**src/rtl/calc_operand_sequencer.sv**
```systemverilog
`default_nettype none
// ============================================================================
// calc_operand_sequencer : captures operand 1, opcode and operand 2 on Enter
// presses, with Back-stepping, unary skip and an ack-released result hold.
// Revision: 1.0
// ============================================================================
module calc_operand_sequencer #(
  parameter int                  WIDTH      = 16,
  parameter int                  OPW        = 3,
  parameter logic [2**OPW-1:0]   UNARY_MASK = '0
) (
  input  logic             IN_clk,
  input  logic             IN_reset,
  input  logic [WIDTH-1:0] IN_switches,
  input  logic [OPW-1:0]   IN_operation_code,
  input  logic             IN_enter,
  input  logic             IN_back,
  input  logic             IN_ack,
  output logic [WIDTH-1:0] OUT_num1,
  output logic [WIDTH-1:0] OUT_num2,
  output logic [OPW-1:0]   OUT_operation_code,
  output logic [1:0]       OUT_stage,
  output logic             OUT_valid,
  output logic             OUT_unary
);

  typedef enum logic [1:0] {
    S_NUM1 = 2'd0,
    S_OP   = 2'd1,
    S_NUM2 = 2'd2,
    S_DONE = 2'd3
  } stage_t;

  stage_t           stage_q, stage_d;
  logic             enter_q, back_q;
  logic [WIDTH-1:0] num1_q, num2_q;
  logic [OPW-1:0]   op_q;
  logic             unary_q, valid_q;
  logic             enter_rise, back_rise, op_is_unary;

  assign enter_rise  = IN_enter & ~enter_q;
  assign back_rise   = IN_back  & ~back_q;
  assign op_is_unary = UNARY_MASK[IN_operation_code];

  // Back outranks Enter everywhere; in DONE the ALU ack outranks Back.
  always_comb begin
    stage_d = stage_q;
    case (stage_q)
      S_NUM1: if (!back_rise && enter_rise) stage_d = S_OP;
      S_OP: begin
        if (back_rise)       stage_d = S_NUM1;
        else if (enter_rise) stage_d = op_is_unary ? S_DONE : S_NUM2;
      end
      S_NUM2: begin
        if (back_rise)       stage_d = S_OP;
        else if (enter_rise) stage_d = S_DONE;
      end
      S_DONE: begin
        if (IN_ack)          stage_d = S_NUM1;
        else if (back_rise)  stage_d = unary_q ? S_OP : S_NUM2;
      end
      default:               stage_d = S_NUM1;
    endcase
  end

  // History flops reset high so a button held across reset release stays quiet.
  always_ff @(posedge IN_clk or posedge IN_reset) begin
    if (IN_reset) begin
      stage_q <= S_NUM1;
      enter_q <= 1'b1;
      back_q  <= 1'b1;
      num1_q  <= '0;
      num2_q  <= '0;
      op_q    <= '0;
      unary_q <= 1'b0;
      valid_q <= 1'b0;
    end else begin
      enter_q <= IN_enter;
      back_q  <= IN_back;
      stage_q <= stage_d;
      valid_q <= (stage_d == S_DONE);
      if (!back_rise && enter_rise) begin
        case (stage_q)
          S_NUM1: num1_q <= IN_switches;
          S_OP: begin
            op_q    <= IN_operation_code;
            unary_q <= op_is_unary;
            if (op_is_unary) num2_q <= '0;
          end
          S_NUM2: num2_q <= IN_switches;
          default: ;
        endcase
      end
    end
  end

  assign OUT_num1           = num1_q;
  assign OUT_num2           = num2_q;
  assign OUT_operation_code = op_q;
  assign OUT_stage          = stage_q;
  assign OUT_valid          = valid_q;
  assign OUT_unary          = unary_q;

endmodule
`default_nettype wire

```
**config.mk**
```make
export PLATFORM = sky130hd
export DESIGN_NAME = calc_operand_sequencer
export DESIGN_NICKNAME = d
export VERILOG_FILES = /design/src/rtl/calc_operand_sequencer.sv
export SDC_FILE = /design/constraint.sdc
export NUM_CORES = 1
export LEC_CHECK = 0
export CAP_MARGIN = 25
export CORE_UTILIZATION = 40
export CTS_CLUSTER_SIZE = 14
export DETAILED_ROUTE_END_ITERATION = 10
export PLACE_DENSITY = 0.74
export SETUP_SLACK_MARGIN = 0.15
export SLEW_MARGIN = 20
export SYNTH_ARGS = -nofsm -noshare
export SYNTH_HDL_FRONTEND = slang
export SYNTH_SLANG_ARGS = --single-unit
```
**constraint.sdc**
```tcl
create_clock -name IN_clk -period 1.8 [get_ports IN_clk]
set_input_delay 0.36 -clock IN_clk [delete_from_list [all_inputs] [get_ports IN_clk]]
set_output_delay 0.36 -clock IN_clk [all_outputs]
set_load 0.02 [all_outputs]
```
### Word level (Yosys, flattened, before mapping)

Memories as Yosys holds them, arrays and structs flattened.
Index checks and enable logic that the tools add are counted.

* order comparisons: 1
* eq/ne operators: 5
* muxes and demuxes: 13
* bitwise gates (word level): 4
* reductions and logical operators: 7

Operators by type and width (number)
* case mux 16 bit (2 select lines): 1
* two-way mux 16 bit: 1
* two-way mux 2 bit: 8
* case mux 2 bit (4 select lines): 1
* equality test 2 bit (second input constant): 3
* < comparator 3 x 4 -> 1 bit (second input constant): 1
* AND reduction 2 bit: 2
* AND reduction 3 bit: 1
* bitwise AND 1 bit: 2
* equality test 2 x 1 -> 1 bit (second input constant): 1
* logical NOT 2 bit: 1
* two-way mux 1 bit: 2
* != test 2 bit (second input constant): 1
* inverter 1 bit: 2
* nonzero test 2 bit: 1
* logical AND 1 bit: 1
* logical NOT 1 bit: 1

* flip-flop bits (word level): 41
* ROM bits: 8
* input port bits: 24
* output and inout port bits: 39
* word-level logic and storage cells: 39
* memories: 1

Memory list
* (no name shown): depth 8, bits a word 1, rd ports 1, clocked after memory_dff 0, write ports 0, line 43 `assign op_is_unary = UNARY_MASK[IN_operation_code];`

### Logic depth before layout (Yosys ltp)

Gate-level depths: netlist of the first run.

* depth in word-level cells: 7
* gate-level depth with buffers: 5
* mapped depth without buffers: 3

### Least setup slack after synthesis of the first run

Ideal clock, no wire load.

* path kind: register -> register
* start point: reg enter_q
* end point: reg num1_q[0], in the netlist OUT_num1[0]
* setup time: 0.125 ns
* arrival: 1.373 ns
* required time: 1.675 ns
* slack: 0.302 ns
* stages on the path, launching flop included: 5
* clock period less this slack: 1.498 ns
* path through: dfstp_2 > and2b_2 > nand3_2 > buf_6 > mux2_4

* word-level cells in the longest chain between the ends: 4

Ends and longest elaborated chain
* start, declared: line 35 `logic enter_q, back_q;`
* start signal, assigned: line 78 `enter_q <= IN_enter;`
* inverter 1 bit: line 41 `assign enter_rise = IN_enter & ~enter_q;`
* bitwise AND 1 bit: line 41
* logical AND 1 bit: line 82 `if (!back_rise && enter_rise) begin`
* AND reduction 2 bit (no line)
* end signal, assigned: line 84 `S_NUM1: num1_q <= IN_switches;`
* end, declared: line 36 `logic [WIDTH-1:0] num1_q, num2_q;`

Every way passes these cells.
A chain may end at the register's enable or synchronous reset.

### Final worst setup path of the first run

* start point: reg op_q[0], in the netlist OUT_operation_code[0]
* end point: out OUT_operation_code[0]

RTL lines
* start, declared: line 37 `logic [OPW-1:0] op_q;`
* start signal, assigned: line 86 `op_q <= IN_operation_code;`
* end, declared: line 21 `output logic [OPW-1:0] OUT_operation_code,`

No word-level cell between the ends.

==> summary.md, run 1 <==
| Metric | Value |
|---|---|
| Synth unique cells | `20` |
| Vias in the first global route | `1,058` |
| Initial DRC Count | `74` |
| Diode count | `0` |
| Final ANT Viol Nets | `0` |
| Via-to-Cell Ratio | `4.787` |
| Highest Clock Rate | `just over 600 MHz` |
| Die height | `66.28 µm` |
| Setup Skew | `approximately 0.0074 ns` |
| Hpwl dp | `about 2400 µm` |
| RSZ-0062 raised after global routing | `false` |
| VDD IR-drop max | `approximately 700 µV` |
| All-layer global routing usage | `0.1657` |
| Arrival time worst endpoint | `1.24 ns` |
| Num CTS Buffers | `5` |
| RD Place Congestion | `roughly 0.75` |
| Initial core utilization | `0.4162` |
| Initial antenna violation count | `0` |
| Reg2Reg Depth | `4` |
| Clock Latency Late Sink | `between 0.2 and 0.3 ns` |
| Die Wd | `66.28 µm` |
| Clock root cell | `clkbuf_8` |
| Grt total ovfl | `0` |
| Cell area after layout | `2519 µm²` |
| I/O pin cnt | `63` |
| Placed cell areas | `2379 µm²` |
| Worst-path clk slew | `0.07 ns` |
| Tcrit/Tclk final | `0.8909` |
| Main flop type after synthesis | `dfrtp_1` |
| Core Box Area | `between 3000 and 4000 µm²` |
| Area Growth Syn to Fin | `52.38%` |
| H-tree levels | `2` |
| Seq/Total Area, Yosys | `0.6071` |
| Slew Limit Fails | `0` |
| Global-route wire length before repair | `approximately 5300 µm` |
| Worst reg-to-reg setup slack | `0.28 ns` |
| Layout cell share with drive strength beyond 1 | `0.3216` |
| Startpoint types | `register` |
| Crit path kind | `register to primary output` |
| Kind of cell adding the most delay to the critical path | `buffers and inverters` |
| WP depth | `1` |
| Max Cap Viol | `0` |
| Full die area | `4393 µm²` |
| Initial DRT Pass Iterations | `4` |
| Reg2reg end | `OUT_num1[12]` |
| Critical Path Sink | `OUT_operation_code[0]` |
| Drc violations | `0` |
| Number of synthesized flops with an enable pin | `0` |
| CTS Hold Bufs | `0` |
| Worst path cell trace | `clkdlybuf4s50_1` |
| RR Startpoint | `enter_q` |
| Via count | `1,058` |
| Fraction of registers with async set/reset | `1.000` |
| Yosys warns | `0` |
| Power Density | `1555 nW/µm²` |
| Final min period | `1.604 ns` |
| Pre-CTS setup slack | `-0.02536 ns` |
| Crit. End Element | `primary output` |
| CTS tree | `done` |
| Post-Syn Area per Cell | `16.53 µm²` |
| Layout net count | `195` |
| Critical Path Source | `OUT_operation_code[0]` |
| Clock Tree Buf Depth | `2` |
| Largest net degree at the start of global routing | `41` |
| FP Rows | `23` |
| Worst path slowest cell | `clkdlybuf4s50_1` |
| CP Buf/Inv Count | `1` |
| Setup TNS | `0 ns` |
| Hold Violations, Final | `0` |
| Post-Syn Instances | `100` |
| # clock sinks | `40` |
| Req. time, crit path | `~1.4 ns` |
| Mapped cell area | `about 1700 µm²` |
| Register bit total from synthesis | `40` |
| Number of setup violations in the final report | `0` |
| Crit Path Max Fanout | `2` |
| Worst setup margin | `0.1963 ns` |
| Pleak | `1.411 nW` |
| Syn_nets | `124` |
| Post-Route WL | `3429 µm` |
| Crit path largest cell delay | `0.60 ns` |
| Port bufs | `61` |
| Min-Delay Path Class | `input pin to async pin` |
| Outcome | `finished clean` |
| Average wire per cell in the routed design | `15.52 µm` |
kinds of logic after synthesis:
| logic type | share of synthesized area |
|---|---|
| AOI/OAI and AO/OA | 0.01666 |
| other | 0.002269 |
| and+or+nand+nor | 0.06283 |
| muxes | 0.2839 |
| buffers and inverters | 0.02725 |
| DFF | 0.6071 |
layer usage:
layer,GRT usage,vias up,part of all wire
met3,0.06207,4,0.068
met2,0.2500,41,0.49
met1,0.2204,525,0.43
met4,0.05053,0,0.010
li1,-,488,-
met5,0,-,0
layout make-up:
cell class,count,area (µm²)
clock buffers,6,72.57
flip-flops and latches,40,1005
inverters,2,7.507
multi-input cells,54,604.3
repair buffers,68,762.0
well taps,50,62.56
fillers,304,1453
clock inverters,1,5.005
Yosys cell counts (2+ instances only):
cell type  instances  area, µm²
buf_4              2      15.01
buf_6              2      22.52
dfrtp_1           38      950.9
dfstp_2            2      52.55
inv_1              2      7.510
mux2_2            15      168.9
mux2_4            20      300.3
nand2_1            3      11.26
nand2b_1           4      25.02
nor2_1             2      7.510
registers in the layout (all words and copies together), names as in the netlist:
signal and cells:
enter_q 1, back_q 1, OUT_stage 2, OUT_num2 16, OUT_valid 1, OUT_operation_code 3, OUT_num1 16
placed cells by master (no fill, tap or decap):
cell type and n:
clkinv_2 1, dlygate4sd2_1 1, o211ai_1 1, nand3_4 1, dfrtp_2 1, nand2b_1 4, clkdlybuf4s50_1 35, inv_1 2
nand2_1 3, and4b_1 1, a21oi_1 1, nand3_2 1, conb_1 1, o311ai_0 1, a31oi_1 1, dfrtp_1 37
buf_4 4, dfstp_2 2, dlymetal6s2s_1 25, mux2_2 15, nor2_1 2, nor2b_4 1, mux2_4 20, and2b_2 1
clkbuf_1 1, buf_12 3, clkbuf_8 5
how the worst min path moves through the flow:
stage	start	endpoint	slack [ns]	depth (start not counted)
after CTS	IN_reset	OUT_num2[7]	0.44	3
after global placement	OUT_num2[10]	OUT_num2[10]	0.49	1
after detailed placement	OUT_num2[9]	OUT_num2[9]	0.49	1
final	IN_reset	OUT_num2[7]	0.44	3
after floorplan	IN_back	back_q	0.36	0
after global routing	IN_reset	OUT_num1[3]	0.46	3
power by group:
part	switching, mW	leakage, nW	internal, mW
Sequential	0.216	0.487	1.28
Combinational	0.818	0.883	1.05
Clock	0.289	0.0410	0.263
Total	1.32	1.41	2.59
metrics by stage:
step / utilization / hold WS (ns) / cells / power [mW]
2_1_floorplan: - / 0.3645 / 100 / 2.503
3_3_place_gp: 0.5989 / 0.4883 / 214 / 3.394
3_5_place_dp: 0.5989 / 0.4912 / 214 / 3.447
4_1_cts: 0.6185 / 0.4426 / 221 / 4.013
5_1_grt: 0.6342 / 0.4633 / 221 / 4.143
6_report: 0.6342 / 0.4411 / 221 / 3.916
repair_timing:
action	4_1_cts	5_1_grt
buffers inserted	0	0
setup endpoints to repair	2	25
gates resized for setup	2	25
pin swaps	0	0
Note: power is estimated with default switching activity, not from simulation.
==> run 2, diff against run 1 <==
==> constraint.sdc (replaced) <==
create_clock -name IN_clk -period 1.55 [get_ports IN_clk]
set_input_delay 0.31 -clock IN_clk [delete_from_list [all_inputs] [get_ports IN_clk]]
set_output_delay 0.31 -clock IN_clk [all_outputs]
set_load 0.02 [all_outputs]
==> run 2 against run 1 <==
Net effect: clock-buffer cell count unchanged; die area unchanged; clock skew shrank 0.0034 ns; sequential power rose by 16%.
==> summary.md, run 2 (synthesized netlist as in run 1, its figures left out) <==
| Metric | Value |
|---|---|
| Hpwl dp | `2404 µm (-0.66%)` |
| Clock root cell | `clkbuf_8` |
| Sw frac | `0.3508 (+0.01320)` |
| Diode count | `0 (unchanged)` |
| Cell internal pwr | `2.868 mW (+11%)` |
| Via-to-Cell Ratio | `4.732 (-1.2%)` |
| Commonest cells after routing, fill and taps aside | `dfrtp_1 (37), dlygate4sd2_1 (37), mux2_4 (26), clkdlybuf4s50_1 (23), mux2_2 (9)` |
| Number of setup violations in the final report | `0 (unchanged)` |
| RD Place Congestion | `0.7508 (+0.56%)` |
| Min-Delay Path Class | `input pin to async pin` |
| Drc violations | `0 (unchanged)` |
| Max layer used | `met4` |
| Pwr Total | `4.418 mW (+13%)` |
| Tcrit/Tclk final | `0.9553` |
| Clock Power Share | `0.158 (+0.017)` |
| VDD IR-drop max | `877.1 µV (+26%)` |
| Utilization after layout | `0.6279 (-0.006302)` |
| FP Rows | `23 (unchanged)` |
| # clock sinks | `40 (unchanged)` |
| Final ANT Viol Nets | `0 (unchanged)` |
| Port bufs | `61 (unchanged)` |
| Core Box Area | `3971 µm² (unchanged)` |
| Initial DRT Pass Iterations | `2 (-2)` |
| Post-Route WL | `3408 µm (-0.61%)` |
| Worst path slowest cell | `dfstp_2` |
| Comb pwr share | `0.449 (-0.028)` |
| Initial DRC Count | `43 (-42%)` |
| H-tree levels | `2 (unchanged)` |
| Worst-path clk slew | `0.07 ns (about the same)` |
| Crit Path Max Fanout | `10 (+8)` |
| Reg2Reg Depth | `4 (unchanged)` |
| Area Growth Syn to Fin | `50.87%` |
| Die height | `66.28 µm (unchanged)` |
| Setup TNS | `0 ns (unchanged)` |
| RSZ-0062 raised after global routing | `true` |
| Crit path kind | `register to register` |
| Num CTS Buffers | `5 (unchanged)` |
| Pleak | `1.266 nW (-10%)` |
| Max Cap Viol | `0 (unchanged)` |
| Final min period | `1.481 ns` |
| Layout cell share with drive strength beyond 1 | `0.3621 (+0.04043)` |
| Outcome | `finished clean` |
| Detail Route met3 WL | `246 µm (+5.1%)` |
| Crit. End Element | `register` |
| Arrival time worst endpoint | `1.65 ns (+0.41 ns)` |
| All-layer global routing usage | `0.1731 (+0.007366)` |
| Full die area | `4393 µm² (unchanged)` |
| DR WL met2 | `1597 µm (-4.4%)` |
| Slew Limit Fails | `0 (unchanged)` |
| Setup Skew | `0.004013 ns (-0.003352 ns)` |
| CTS tree | `done` |
| Hold Violations, Final | `0 (unchanged)` |
| Crit path largest cell delay | `0.53 ns (-0.07 ns)` |
| Grt total ovfl | `0 (unchanged)` |
| Clock Tree Buf Depth | `2 (unchanged)` |
| Initial core utilization | `0.4162 (unchanged)` |
| Worst path cell trace | `and2b_2 -> nand3_4 -> buf_12 -> mux2_2` |
| Req. time, crit path | `1.72 ns (+0.28 ns)` |
| Sw Pwr | `1.550 mW (+17%)` |
| Global-route wire length before repair | `5471 µm (+2.3%)` |
| Largest net degree at the start of global routing | `41 (unchanged)` |
| Initial antenna violation count | `0 (unchanged)` |
| Metal-1 WL | `1482 µm (-0.40%)` |
| Layout net count | `197 (+1.0%)` |
| I/O pin cnt | `63 (unchanged)` |
| Via count | `1,060 (+0.19%)` |
| Highest Clock Rate | `675.3 MHz` |
| Power Density | `1772 nW/µm² (+14%)` |
| Clock Latency Late Sink | `0.29 ns (about the same)` |
| Average wire per cell in the routed design | `15.21 µm (-1.9%)` |
| Startpoint types | `register` |
| Die Wd | `66.28 µm (unchanged)` |
| Vias in the first global route | `1,116 (+5.5%)` |
| CTS Hold Bufs | `0 (unchanged)` |
| Flop pwr share | `0.393 (+0.011)` |
==> run 2: through the flow <==
stage | cells | cell area (µm²) | worst slack [ns] | hold slack, ns
2_1_floorplan | 100 | 1675 | 0.1123 | 0.3145
3_3_place_gp | 215 | 2410 | -0.1979 | 0.4865
3_5_place_dp | 215 | 2410 | -0.2509 | 0.4918
4_1_cts | 224 | 2494 | 0.06755 | 0.3833
5_1_grt | 224 | 2494 | 0.01950 | 0.4167
6_report | 224 | 2494 | 0.06925 | 0.3785
==> run 2: area by class of cell <==
cell class              instances  area (µm²)
fillers                       313        1478
clock inverters                 2       10.01
repair buffers                 70       680.7
flip-flops and latches         40        1005
clock buffers                   6       82.58
multi-input cells              54       645.6
well taps                      50       62.56
inverters                       2       7.507
==> run 2: power groups by stage <==
stage          registers [mW]  clock network, mW  logic, mW
6_report                 1.74              0.698       1.98
5_1_grt                  1.79              0.782       2.10
3_5_place_dp             1.76                  0       2.26
2_1_floorplan            2.29                  0      0.631
4_1_cts                  1.73              0.725       2.00
3_3_place_gp             1.74                  0       2.23
==> run 2: repair_timing <==
item,in CTS,in global routing
gates resized for setup,48,3
setup endpoints to repair,73,38
buffers inserted,1,0
==> run 2: layer usage <==
layer  GRT usage  up-vias
met2      0.2768       48
met3     0.04483        7
met1      0.2093      511
li1            -      494
met4      0.1011        0
met5           0        -
==> run 2: worst max-delay path: cells and delay by family (launching register included) <==
| kind | cells | cell delay [ns] |
|---|---|---|
| DFF | 1 | 0.53 |
| and+or+nand+nor | 2 | 0.35 |
| buffers and inverters | 1 | 0.14 |
| muxes | 1 | 0.33 |
==> run 2: path summary, 6_finish.rpt <==
check                             from     endpoint  slack [ns]
hold reg to reg            OUT_num1[2]  OUT_num1[2]        0.50
setup / recovery               enter_q  OUT_num1[4]        0.07
max in group asynchronous     IN_reset       back_q        0.91
hold / removal                IN_reset  OUT_num1[7]        0.38
setup reg to reg               enter_q  OUT_num1[4]        0.07
min in group IN_clk        OUT_num1[2]  OUT_num1[2]        0.50
